**config.mk**
```make
export PLATFORM = sky130hd
export DESIGN_NAME = shift_cmd_sequencer
export DESIGN_NICKNAME = d
export VERILOG_FILES = /design/src/rtl/shift_cmd_sequencer_pkg.sv /design/src/rtl/shift_cmd_sequencer_cmd_fifo.sv /design/src/rtl/shift_cmd_sequencer.sv
export SDC_FILE = /design/constraint.sdc
export NUM_CORES = 1
export LEC_CHECK = 0
export CORE_MARGIN = 2
export CORE_UTILIZATION = 30
export DETAILED_ROUTE_END_ITERATION = 8
export PLACE_DENSITY_LB_ADDON = 0.1
export SKIP_CTS_REPAIR_TIMING = 1
export SYNTH_ARGS = -nofsm -noshare
export SYNTH_HDL_FRONTEND = slang
export SYNTH_HIERARCHICAL = 1
export SYNTH_SLANG_ARGS = --single-unit
```
**constraint.sdc**
```tcl
create_clock -name clk -period 3.5 [get_ports clk]
set_clock_uncertainty 0.1 [all_clocks]
set_input_delay 0.875 -clock clk [delete_from_list [all_inputs] [get_ports clk]]
set_output_delay 0.875 -clock clk [all_outputs]
set_load 0.01 [all_outputs]
```
**src/rtl/shift_cmd_sequencer_pkg.sv**
```systemverilog
// Shared types and entry-layout helpers for the shift-register command sequencer.
// The FIFO entry packs {load, data, shift, mode, rpt} with rpt in the LSBs.
package shift_cmd_sequencer_pkg;

  typedef enum logic [2:0] {
    ST_IDLE  = 3'd0,
    ST_LOAD  = 3'd1,
    ST_SHIFT = 3'd2,
    ST_CAPT  = 3'd3,
    ST_RESP  = 3'd4
  } seq_state_e;

  function automatic int entry_width(input int width, input int shw, input int modew,
                                     input int cntw);
    return 1 + width + shw + modew + cntw;
  endfunction

  function automatic int mode_lsb(input int cntw);
    return cntw;
  endfunction

  function automatic int shift_lsb(input int modew, input int cntw);
    return cntw + modew;
  endfunction

  function automatic int data_lsb(input int shw, input int modew, input int cntw);
    return cntw + modew + shw;
  endfunction

endpackage

```
**src/rtl/shift_cmd_sequencer_cmd_fifo.sv**
```systemverilog
// Synchronous show-ahead command FIFO; pointers carry one extra wrap bit so
// full and empty fall out of a single pointer compare.
module cmd_fifo #(
  parameter int EW    = 28,
  parameter int DEPTH = 4
) (
  input  logic          clk,
  input  logic          rst,
  input  logic          wr_en,
  input  logic [EW-1:0] wr_data,
  input  logic          rd_en,
  output logic [EW-1:0] rd_data,
  output logic          full,
  output logic          empty
);

  localparam int AW = $clog2(DEPTH);

  logic [EW-1:0] mem [DEPTH];
  logic [AW:0]   wr_ptr;
  logic [AW:0]   rd_ptr;
  logic          do_wr;
  logic          do_rd;

  assign do_wr = wr_en & ~full;
  assign do_rd = rd_en & ~empty;

  assign empty = (wr_ptr == rd_ptr);
  assign full  = (wr_ptr[AW] != rd_ptr[AW]) && (wr_ptr[AW-1:0] == rd_ptr[AW-1:0]);

  assign rd_data = mem[rd_ptr[AW-1:0]];

  always_ff @(posedge clk or posedge rst) begin
    if (rst) begin
      wr_ptr <= '0;
      rd_ptr <= '0;
    end else begin
      if (do_wr) wr_ptr <= wr_ptr + (AW+1)'(1);
      if (do_rd) rd_ptr <= rd_ptr + (AW+1)'(1);
    end
  end

  // Storage carries no reset: contents are only visible once a write has made them valid.
  always_ff @(posedge clk) begin
    if (do_wr) mem[wr_ptr[AW-1:0]] <= wr_data;
  end

endmodule

```
**src/rtl/shift_cmd_sequencer.sv**
```systemverilog
// Command front-end for the universal shift register: queues commands, runs each as an
// optional load plus R shift steps, then returns the register value on a result port.
module shift_cmd_sequencer
  import shift_cmd_sequencer_pkg::*;
#(
  parameter int WIDTH = 16,
  parameter int SHW   = 4,
  parameter int MODEW = 3,
  parameter int CNTW  = 4,
  parameter int DEPTH = 4
) (
  input  logic             clk,
  input  logic             rst,
  input  logic             cmd_valid,
  output logic             cmd_ready,
  input  logic             cmd_load,
  input  logic [WIDTH-1:0] cmd_data,
  input  logic [SHW-1:0]   cmd_shift,
  input  logic [MODEW-1:0] cmd_mode,
  input  logic [CNTW-1:0]  cmd_rpt,
  output logic             sr_load,
  output logic [WIDTH-1:0] sr_data_in,
  output logic [SHW-1:0]   sr_shift,
  output logic [MODEW-1:0] sr_mode,
  input  logic [WIDTH-1:0] sr_data_out,
  output logic             res_valid,
  input  logic             res_ready,
  output logic [WIDTH-1:0] res_data,
  output logic             busy
);

  // state    | meaning
  // IDLE     | waiting for a queued command; pops when the FIFO is not empty
  // LOAD     | one cycle driving sr_load with the command data
  // SHIFT    | R cycles driving the command shift/mode; cnt counts down to 1
  // CAPT     | register holds; res_data captured at the end of the cycle
  // RESP     | result held until res_ready

  localparam int EW        = entry_width(WIDTH, SHW, MODEW, CNTW);
  localparam int MODE_LSB  = mode_lsb(CNTW);
  localparam int SHIFT_LSB = shift_lsb(MODEW, CNTW);
  localparam int DATA_LSB  = data_lsb(SHW, MODEW, CNTW);

  logic [EW-1:0]    push_entry;
  logic [EW-1:0]    fifo_head;
  logic             fifo_full;
  logic             fifo_empty;
  logic             pop;

  logic             h_load;
  logic [WIDTH-1:0] h_data;
  logic [SHW-1:0]   h_shift;
  logic [MODEW-1:0] h_mode;
  logic [CNTW-1:0]  h_rpt;

  seq_state_e       state;
  logic [SHW-1:0]   w_shift;
  logic [MODEW-1:0] w_mode;
  logic [CNTW-1:0]  cnt;

  assign push_entry = {cmd_load, cmd_data, cmd_shift, cmd_mode, cmd_rpt};

  assign h_load  = fifo_head[EW-1];
  assign h_data  = fifo_head[DATA_LSB +: WIDTH];
  assign h_shift = fifo_head[SHIFT_LSB +: SHW];
  assign h_mode  = fifo_head[MODE_LSB +: MODEW];
  assign h_rpt   = fifo_head[0 +: CNTW];

  // Held low during reset so no command is accepted into a FIFO that is being flushed.
  assign cmd_ready = ~fifo_full & ~rst;
  assign pop       = (state == ST_IDLE) & ~fifo_empty;

  cmd_fifo #(
    .EW    (EW),
    .DEPTH (DEPTH)
  ) u_cmd_fifo (
    .clk     (clk),
    .rst     (rst),
    .wr_en   (cmd_valid & cmd_ready),
    .wr_data (push_entry),
    .rd_en   (pop),
    .rd_data (fifo_head),
    .full    (fifo_full),
    .empty   (fifo_empty)
  );

  // Register-side outputs are set on entry to a state, so they track the state register
  // exactly; every state other than LOAD/SHIFT leaves them at zero (shift-by-0 holds).
  always_ff @(posedge clk or posedge rst) begin
    if (rst) begin
      state      <= ST_IDLE;
      w_shift    <= '0;
      w_mode     <= '0;
      cnt        <= '0;
      sr_load    <= 1'b0;
      sr_data_in <= '0;
      sr_shift   <= '0;
      sr_mode    <= '0;
      res_valid  <= 1'b0;
      res_data   <= '0;
      busy       <= 1'b0;
    end else begin
      case (state)
        ST_IDLE: begin
          if (pop) begin
            w_shift <= h_shift;
            w_mode  <= h_mode;
            cnt     <= h_rpt;
            busy    <= 1'b1;
            if (h_load) begin
              state      <= ST_LOAD;
              sr_load    <= 1'b1;
              sr_data_in <= h_data;
            end else if (h_rpt != '0) begin
              state    <= ST_SHIFT;
              sr_shift <= h_shift;
              sr_mode  <= h_mode;
            end else begin
              state <= ST_CAPT;
            end
          end
        end
        ST_LOAD: begin
          sr_load    <= 1'b0;
          sr_data_in <= '0;
          if (cnt != '0) begin
            state    <= ST_SHIFT;
            sr_shift <= w_shift;
            sr_mode  <= w_mode;
          end else begin
            state <= ST_CAPT;
          end
        end
        ST_SHIFT: begin
          if (cnt != '0) cnt <= cnt - CNTW'(1);
          if (cnt <= CNTW'(1)) begin
            state    <= ST_CAPT;
            sr_shift <= '0;
            sr_mode  <= '0;
          end
        end
        ST_CAPT: begin
          res_data  <= sr_data_out;
          res_valid <= 1'b1;
          state     <= ST_RESP;
        end
        ST_RESP: begin
          if (res_ready) begin
            res_valid <= 1'b0;
            busy      <= 1'b0;
            state     <= ST_IDLE;
          end
        end
        default: begin
          state      <= ST_IDLE;
          busy       <= 1'b0;
          sr_load    <= 1'b0;
          sr_data_in <= '0;
          sr_shift   <= '0;
          sr_mode    <= '0;
          res_valid  <= 1'b0;
        end
      endcase
    end
  end

endmodule

```
==> results of run 1 <==
## per-stage QoR
stage                     instances  total power, W  setup slack (ps)
after CTS                       853        0.007845             364.9
after floorplan                 421        0.004891             600.4
after global placement          821        0.005789             497.0
after global routing            853        0.008202             275.4
final                           853        0.007722             426.2
after detailed placement        821        0.005846             496.7
## state kept, by name, summed over array words and instances (netlist names)
register and cells:
w_mode 3, busy 1, sr_load 1, cnt 4, res_valid 1, w_shift 4
state 3, u_cmd_fifo/wr_ptr 3, u_cmd_fifo/mem 112, u_cmd_fifo/rd_ptr 3, sr_data_in 16, sr_mode 3
sr_shift 4, res_data 16
## worst paths after layout
check                                             to  slack [ps]  depth (start not counted)
worst max-delay path                       cmd_ready         430                          5
worst min-delay path                         sr_load         390                          1
worst max register to register         sr_data_in[1]         730                          5
worst min register to register               sr_load         390                          1
max in group asynchronous                 w_shift[0]        1970                          3
min in group asynchronous       u_cmd_fifo/wr_ptr[0]         650                          2
## worst max-delay path, delay by kind of cell (launching register included)
kind	cells	cell delay, ps
XOR/XNOR	1	370
buffers and inverters	2	560
flip-flops	1	560
AND/OR/NAND/NOR	2	190
## final cells by class
| class | count | area, um^2 | area share [%] |
|---|---|---|---|
| clock buffer | 17 | 425.4 | 4.672 |
| clock inverter | 15 | 214.0 | 2.350 |
| inverter | 10 | 37.54 | 0.4123 |
| multi-input combinational | 214 | 2095 | 23.00 |
| sequential | 174 | 4916 | 53.99 |
| tap | 319 | 399.1 | 4.384 |
| timing repair buffer | 104 | 1018 | 11.19 |
## report_power, final
group / internal, W / switching, W
Combinational: 0.00137 / 0.00133
Clock: 0.00105 / 0.000927
Sequential: 0.00268 / 0.000357
## placed cells by master (no fill, tap or decap), drive strengths merged, types with 2 or more instances in the layout
master	synthesis	layout
a32oi	7	7
and3	4	4
nor2	9	9
xor2	4	4
nor3	6	6
clkdlybuf4s50	0	90
a211oi	3	3
buf	18	14
and2	2	2
inv	10	16
nor4	9	9
edfxtp	112	112
o31ai	5	5
o21ai	14	14
a21o	2	2
mux4	28	28
nand2b	3	3
mux2i	8	8
ha	8	8
o211ai	2	2
nor2b	8	8
nand3	17	17
xnor2	5	5
clkbuf	5	17
a22o	17	17
nand2	12	12
a21oi	5	5
clkinv	0	7
o21a	2	2
dfrtp	62	62
mux2	23	23
## routing by layer
layer	share of wire (%)	vias to the layer above
met5	0.085	-
met4	0.87	2
li1	-	1856
met1	46	2082
met3	4.1	14
met2	49	96
## cells by family (layout without fill, tap and decap cells)
group / after synthesis / count (layout)
buffers and inverters: 33 / 146
DFF: 174 / 174
AOI/OAI and AO/OA: 65 / 65
adders and majority gates: 8 / 8
xor gates and xnor gates: 9 / 9
and+or+nand+nor: 73 / 73
muxes: 59 / 59
==> metrics.md, run 1 <==
| Metric | Value |
|---|---|
| Maximum number of pins on one net before global-route repair | 40 |
| I/O Buffers | 90 |
| Layout Utilization | between 30% and 40% |
| Share of cells above drive strength 1 | a little over a fifth |
| First-pass GRT wire length | 24.58 mm |
| DPL Wire Length | slightly below 10 mm |
| Grt met1 use | 15.62% |
| Syn nets | approximately 480 |
| CP max-delay cell | dfrtp_2 |
| CP arrival | 2100 ps |
| Yosys warning total | 6 |
| Simple-Gate Fraction of Synth Area | 5.634% |
| DRC Markers | 0 |
| Routing usage on met2 | 21.58% |
| Grt peak-use layer | met2 |
| Sequential area share after synthesis | 68.30% |
| CTS tree | built |
| Crit Path Class | reg2out |
| Syn Area/Cell | 17.09 um^2 |
| Total GRT Usage | 12.64% |
| Cell Rows | 56 |
| Asr flop ratio synth | 35.63% |
| PwrDens | about 850 mW/mm^2 |
| Critical Path Source | u_cmd_fifo/rd_ptr[0] |
| Max-cap viol count | 0 |
| Status | complete, no violations |
| CTS Buf Count | 17 |
| Top-area cell type share of the netlist area | 46.74% |
| Worst skew pair latency | 430 ps |
| Clock-pin slew on the worst setup and hold paths | 80 ps |
| Yosys top cell by area | edfxtp_1 |
| First DRT Iteration DRCs | 177 |
| CTS H-tree depth | 4 |
| Post-synthesis mux area share | roughly 13% |
| Synth Register Bits | about 170 |
| Via density | 4.748 |
| Vias in the first global route | 4,373 |
| Crit-path cells | xnor2_2, nand3_2, inv_1, nor2_1, clkdlybuf4s50_1 |
| R2r startpoint | u_cmd_fifo/rd_ptr[0] |
| Most frequent cells after synthesis | edfxtp_1 (112), dfrtp_1 (62), mux4_2 (28), mux2_2 (23), a22o_1 (17) |
| Final period utilization | 87.82% |
| P&R area growth vs syn | 26.53% |
| Min cycle time layout | 3074 ps |
| Setup total negative slack | 0 ps |
| Clock Path Buffers | 2 |
| N_diodes | 0 |
| Ports | between 90 and 100 |
| Drt total wl | 15.21 mm |
| Final #Nets | 577 |
| Syn Inst Count | 421 |
| Area of the mapped netlist | 0.007196 mm^2 |
| Achievable Freq | roughly 0.33 GHz |
| Vias post-DR | 4,050 |
| Antenna Violating Nets Remaining | 0 |
| WL per Instance | 17.83 um |
| Worst slew pin tran | 872.8 ps |
| Clk root buf | clkbuf_16 |
| DR pass1 iterations | 4 |
| Grt total ovfl | 0 |
| CP Max Fanout | 10 |
| Initial Util | 30.56% |
| Hold_sp | sr_load |
| Post-synth EDFFs | 112 |
| Most used DFF post-synth | edfxtp_1 |
| Crit start category | register |
| Met3 usage | 3.631% |
| Hold WS | 390.0 ps |
| Synth unique cells | 53 |
| Placement-stage cell area | 0.008466 mm^2 |
| Filler cells | 2,222 |
| Antenna violations before repair | 1 |
| Clock sinks | 174 |
| Max-Slew Margin vs Limit | 41.81% |
| Peak VDD IR | 295.3 uV |
| Final Max Slew Viols | 0 |
| Worst min-delay path class | reg2reg |
| Largest family of logic cells by synthesized area | multiplexers |
| Xor and xnor area share after synthesis | 1.408% |
| Synth area leaders | edfxtp_1 (47%), dfrtp_1 (22%), mux4_2 (8.8%) |
| Die area | 0.02524 mm^2 |
| Die Y-Extent | 158.9 um |
| Hold Vio Cnt, Final | 0 |
| Core area | 0.02354 mm^2 |
| Die X | 158.9 um |
| RSZ-0062 raised after global routing | no |
| Required @ worst endpoint | 2520 ps |
| Most numerous cell in the Yosys netlist | edfxtp_1 |
| Leakage | 3.257 nW |
| Synth Area in Compound Gates | 7.077% |
| Max incr delay on CP | ~560 ps |
| Fin area | between 0.009 and 0.01 mm^2 |
| Post-Synth Adder-Cell Area | 1.391% |
| Crit end category | output port |
| Setup violations, final | 0 |
| RD Place Congestion | 0.7539 |
Note: power is estimated with default switching activity, not from simulation.
==> run 2, diff against run 1 <==
--- a/config.mk
+++ b/config.mk
@@ -9,6 +9,7 @@
 export CORE_UTILIZATION = 30
 export DETAILED_ROUTE_END_ITERATION = 8
 export PLACE_DENSITY_LB_ADDON = 0.1
+export SETUP_SLACK_MARGIN = 0.02
 export SKIP_CTS_REPAIR_TIMING = 1
 export SYNTH_ARGS = -nofsm -noshare
 export SYNTH_HDL_FRONTEND = slang
==> results of run 2 <==
No change in the layout: final DEF, timing and power equal those of run 1.
==> run 3, diff against run 2 <==
--- a/config.mk
+++ b/config.mk
@@ -11,6 +11,7 @@
 export PLACE_DENSITY_LB_ADDON = 0.1
 export SETUP_SLACK_MARGIN = 0.02
 export SKIP_CTS_REPAIR_TIMING = 1
+export SLEW_MARGIN = 20
 export SYNTH_ARGS = -nofsm -noshare
 export SYNTH_HDL_FRONTEND = slang
 export SYNTH_HIERARCHICAL = 1
==> results of run 3 <==
No change in the layout: final DEF, timing and power equal those of run 1.
